**src/rtl/pc_fetch_ctrl.sv**
```systemverilog
// Fetch-stage PC sequencer: picks the next PC (sequential, redirect, hold, halt),
// drives the imem fetch handshake and raises flush on taken redirects.
module pc_fetch_ctrl #(
  parameter int                ADDR_W   = 10,
  parameter logic [ADDR_W-1:0] RESET_PC = '0
) (
  input  logic              clk,
  input  logic              reset,
  input  logic              stall_i,
  input  logic              redirect_i,
  input  logic [ADDR_W-1:0] redirect_pc_i,
  input  logic              halt_i,
  input  logic              resume_i,
  input  logic              imem_ready_i,
  output logic [ADDR_W-1:0] pc_o,
  output logic              fetch_valid_o,
  output logic              flush_o,
  output logic              misalign_o,
  output logic [1:0]        state_o,
  output logic [31:0]       fetch_count_o
);

  typedef enum logic [1:0] {
    BOOT = 2'b00,
    RUN  = 2'b01,
    HALT = 2'b10,
    ERR  = 2'b11
  } state_t;

  state_t            state, state_n;
  logic [ADDR_W-1:0] pc_n;
  logic [31:0]       count_n;
  logic              misalign_n;
  logic              accept;
  logic              redir_ok, redir_bad;

  assign redir_ok  = redirect_i && (redirect_pc_i[1:0] == 2'b00);
  assign redir_bad = redirect_i && (redirect_pc_i[1:0] != 2'b00);

  assign state_o       = state;
  assign fetch_valid_o = (state == RUN) && !stall_i;
  assign accept        = fetch_valid_o && imem_ready_i;
  // Flush even on a misaligned target: the wrong-path work still has to die.
  assign flush_o       = redirect_i && ((state == RUN) || (state == HALT));

  always_ff @(posedge clk or negedge reset) begin
    if (!reset) begin
      state         <= BOOT;
      pc_o          <= RESET_PC;
      fetch_count_o <= '0;
      misalign_o    <= 1'b0;
    end else begin
      state         <= state_n;
      pc_o          <= pc_n;
      fetch_count_o <= count_n;
      misalign_o    <= misalign_n;
    end
  end

  always_comb begin
    state_n    = state;
    pc_n       = pc_o;
    count_n    = fetch_count_o;
    misalign_n = misalign_o;
    case (state)
      BOOT: state_n = RUN;
      RUN: begin
        if (redir_bad) begin
          misalign_n = 1'b1;
          state_n    = ERR;
        end else begin
          if (redir_ok) begin
            pc_n = redirect_pc_i;
          end else if (accept) begin
            pc_n    = pc_o + ADDR_W'(4);
            count_n = fetch_count_o + 32'd1;
          end
          if (halt_i) state_n = HALT;
        end
      end
      HALT: begin
        // Aligned redirects still land here so in-flight branches drain.
        if (redir_bad) begin
          misalign_n = 1'b1;
          state_n    = ERR;
        end else begin
          if (redir_ok) pc_n = redirect_pc_i;
          if (resume_i && !halt_i) state_n = RUN;
        end
      end
      default: ;
    endcase
  end

endmodule

```
**config.mk**
```make
export PLATFORM = sky130hd
export DESIGN_NAME = pc_fetch_ctrl
export DESIGN_NICKNAME = d
export VERILOG_FILES = /design/src/rtl/pc_fetch_ctrl.sv
export SDC_FILE = /design/constraint.sdc
export NUM_CORES = 1
export LEC_CHECK = 0
export ABC_AREA = 1
export CORE_MARGIN = 5
export CORE_UTILIZATION = 53
export DETAILED_ROUTE_END_ITERATION = 8
export PLACE_DENSITY = 0.85
export SKIP_CTS_REPAIR_TIMING = 1
export SYNTH_ARGS = -nofsm -noshare
export SYNTH_HDL_FRONTEND = slang
export SYNTH_SLANG_ARGS = --single-unit
```
**constraint.sdc**
```tcl
create_clock -name clk -period 4.71 [get_ports clk]
set_input_delay 0.942 -clock clk [delete_from_list [all_inputs] [get_ports clk]]
set_output_delay 0.942 -clock clk [all_outputs]
set_load 0.005 [all_outputs]
```
Yosys cells after proc, flatten, opt, wreduce, memory -nomap -nowiden
Cells that the tools add are included.
- add/subtract/negate cells: 2
- $mul: 0
- divide/modulo/power cells: 0
- $lt $le $gt $ge: 0
- eq/ne operators: 8
- shift-type cells: 0
- muxes and demuxes: 11
- bitwise logic cells: 2
- reduce and logical (&&, ||, !) cells: 19
- operators by type and width (operator ; number):
    $mux W10 ; 5
    $add A32 B1 Y32 const B ; 1
    $pmux W10 S2 ; 1
    $add A10 B3 Y10 const B ; 1
    $mux W2 ; 4
    $logic_and A1 B1 Y1 ; 6
    $ne A2 B2 Y1 const B ; 3
    $ne A3 B3 Y1 const B ; 2
    $pmux W2 S3 ; 1
    $reduce_and A5 Y1 ; 1
    $logic_not A2 Y1 ; 2
    $reduce_and A4 Y1 ; 1
    $reduce_bool A2 Y1 ; 2
    $ne A3 B2 Y1 const B ; 1
    $reduce_and A3 Y1 ; 1
    $reduce_bool A3 Y1 ; 1
    $eq A2 B1 Y1 const B ; 1
    $eq A2 B2 Y1 const B ; 1
    $logic_not A1 Y1 ; 2
    $not A1 Y1 ; 2
    $reduce_and A2 Y1 ; 1
    $reduce_or A2 Y1 ; 1
    $logic_or A1 B1 Y1 ; 1
- flip-flop bits (word level): 45
- bits in latches: 0
- bits in writable memories: 0
- ROM bits: 0
- bits of input ports: 17
- output and inout bits: 47
- logic and storage cells: 46
- memories: 0

Depth between registers and ports, before layout
- word-level depth: 7
- gate-level depth with buffers: 10
- gate-level depth less buffers: 10

Worst setup path before layout
No wires, ideal clock.
- path type: input-to-output
- from: in redirect_i
- to: out flush_o
- arrival time: 1.079 ns
- required time: 3.768 ns
- path slack: 2.689 ns
- stages: 2
- buffers on the path: 0
- cell sequence: inv_2 > nor2_1
- word-level cells in the longest chain between the ends: 1
- ends and longest elaborated chain (what ; line ; RTL):
    start, declared ; 10 ; input logic redirect_i,
    $logic_and A1 B1 Y1 ; 44 ; assign flush_o = redirect_i && ((state == RUN) || (state == HALT));
    end, declared ; 17 ; output logic flush_o,
No other way between the ends.

Worst setup path after layout
Same ends and word-level chain as after synthesis.

==> qor.yml <==
run_status:
  status: "finished, final reports clean"
worst_setup_path:
  cp.required_ps: 3770
  crit_fanout: 3
  path_common_cell: "clkdlybuf4s50_1"
  path_buf_inv: 3
  cp.arrival_ps: 2260
  crit_type: "in -> out"
  cp_slowest_cell: "clkdlybuf4s50_1"
  cp-start-kind: "input port"
  cp_cell_sequence: "clkdlybuf4s50_1 -> inv_2 -> nor2_1 -> clkdlybuf4s50_1"
  path_depth: 4
  cp_top_family: "buffers and inverters"
  worstRegToRegCells: 8
  rrSetupSlack_ps: 2900
  slowest_delay_ps: 620
  crit_path_end_kind: "output pin"
drt:
  vias_per_cell: 5.00
  routed_wl_microns: 5860
  drtAntennaViolNets: 0
  drtPass1Iterations: 4
  routedWlPerCell_microns: 12.7
  drc: 0
  vias: 2313
  drt-initial-drc-count: 82
clock_network:
  cts_sinks: 45
  cts-root-buf: "clkbuf_8"
  cts_tree: "built"
  ctsHtreeMaxLevel: 2
  clkSlewWorstSetupHoldPaths_ps: 70
  numCtsBuffers: 5
  insertion_delay_ps: 300
  cts.path.max_buffers: 2
synthesis:
  synth_compound_area_share_pct: 3.60
  synthFlopType: "dfrtp_1"
  synth_top_family_by_area: "simple AND/OR/NAND/NOR gates"
  synth-edff-count: 0
  yosys-top-cells-area: "dfrtp_1, nand2_1, inv_1"
  yosys.cell_count.top_type: "nand2_1"
  synth_top_cell_by_area: "dfrtp_1"
  yosys_warnings: 0
  avgSynthCellArea_sq_um: 7.96
  ys_types: 28
  synth-xor-area-share_pct: 8.75
  syn_area_sq_um: 2600
  synthCells: 327
  synth_top_area_share_pct: 43.2
  synth-adder-area-share_pct: 2.40
  synth_seq_area_share_pct: 43.2
  synth_common_cells: "nand2_1, dfrtp_1, inv_1"
  synth-simple-area-share_pct: 34.9
  ys_ff_latch: 45
  synth_mux_area_share_pct: 0
  syn_nets: 349
  async_flop_share_pct: 100
timing:
  rsz0062_at_grt: "false"
  fin_crit_sh_pct: 68.1
  clock_skew_ps: 7.11
  finalSetupTns_ps: 0
  setup_viol: 0
  max_freq_ghz: 0.312
  maxSlewHeadroom_pct: 34.6
  hold_viol_final: 0
  fin_crit_ps: 3210
  tightest_slew_ps: 982
  drv_slew: 0
cells_and_area:
  num_antenna_cells: 0
  nNetsFinal: 417
  drive_gt1_share_pct: 6.82
  syn_to_final_growth_pct: 29.8
  fin_util_pct: 71.1
  seq_area_sq_um: 1130
  fillers: 393
  multi_input_area_sq_um: 1290
  final_cells: 463
grt:
  grt_start_max_net_pins: 46
  grt-ovfl-total: 0
  grt_pass1_vias: 2328
  grt_pass1_wl_microns: 10300
  antenna_found_initial: 0
  grt_usage_pct: 20.5
pwr:
  swShare_pct: 33.4
  switchingPower_w: 0.000386
  ir_worst_vdd_uv: 171
  pwr-share-seq_pct: 44.6
  p_leak_nw: 1.64
  cellPowerDensity_nw_per_um2: 342
  p_clk_share_pct: 19.9
  intPower_w: 0.000770
  comb_power_share_pct: 35.5
die:
  start_util_pct: 54.8
  fp.dieH_microns: 80.1
  die_w_microns: 80.1
  fp.coreArea_sq_um: 4750
  rows: 25
  io_pins: 64
  design.die.area_sq_um: 6410
hold_path:
  hold_depth: 2
  holdCritPathClass: "reg -> reg"
placement:
  dp_hpwl_microns: 4580
  dp.cells: 455
  place_congestion: 0.843
  io_buffers: 63
flow_run:
  drv_cap: 0
## worst reg2reg max path, cell delays in order (launching register included)
cell and delay, ps:
dfrtp_1 420, inv_1 90, ha_1 260, nand3_4 130, o21ai_1 180, nand2_1 260
inv_1 240, o211ai_1 120, nand2_1 70
## registers in the layout, indices dropped and copies added, names as in the netlist
| register | count |
|---|---|
| state_o | 2 |
| pc_o | 10 |
| fetch_count_o | 32 |
| misalign_o | 1 |
## layout make-up
cell class | instances | area share, %
clock buffer | 8 | 2.37
sequential | 45 | 33.3
tap | 67 | 2.48
inverter | 46 | 5.11
timing repair buffer | 63 | 18.5
multi-input combinational | 234 | 38.2
## power groups by stage
| stage | registers (W) | clock network, W | logic (W) |
|---|---|---|---|
| 2_1_floorplan | 0.000517 | 0 | 0.000215 |
| 3_3_place_gp | 0.000518 | 0 | 0.000397 |
| 3_5_place_dp | 0.000523 | 0 | 0.000414 |
| 4_1_cts | 0.000515 | 0.000240 | 0.000416 |
| 5_1_grt | 0.000526 | 0.000253 | 0.000464 |
| 6_report | 0.000515 | 0.000230 | 0.000411 |
## cell families after synthesis
family                     count (synthesis)
adders and majority gates                  5
AOI/OAI and AO/OA                         17
DFF                                       45
buffers and inverters                     48
xor gates and xnor gates                  26
and+or+nand+nor                          186
## per-layer routing
metal,part of all wire [%],track usage (%),vias to the layer above
li1,-,-,1153
met1,43,25.6,1075
met2,50,34.9,80
met3,6.1,4.60,5
met4,1.1,6.76,0
met5,0,0,-
## cells in the final DEF, fill, tap and decap left out, drive strengths merged
master         Yosys  layout
xor2              13      13
o211ai             1       1
nand4              8       8
xnor2             13      13
ha                 5       5
buf                2       1
inv               46      46
o21ai             13      13
a21oi              2       2
or2                1       1
nand2             94      94
nand3             33      33
nor3               3       3
clkdlybuf4s50      0      62
clkbuf             0       8
o21bai             1       1
nor2              46      46
nand3b             1       1
dfrtp             45      45
## metrics by stage
step | hold slack [ps] | total power [W] | area, sq um | setup WS, ps
final | 498 | 0.00116 | 3380 | 1500
after global routing | 527 | 0.00124 | 3380 | 1460
after CTS | 499 | 0.00117 | 3380 | 1490
after detailed placement | 485 | 0.000937 | 3300 | 1500
after global placement | 478 | 0.000915 | 3300 | 1520
after floorplan | 468 | 0.000732 | 2600 | 2690
## path summary, 6_finish.rpt
path | startpoint | to
min in group asynchronous | reset | state_o[0]
worst max-delay path | redirect_i | flush_o
worst max register to register | state_o[1] | pc_o[3]
worst min-delay path | pc_o[0] | pc_o[0]
max in group asynchronous | reset | fetch_count_o[3]
worst min register to register | pc_o[0] | pc_o[0]
Power figures use the tool's default switching activity.
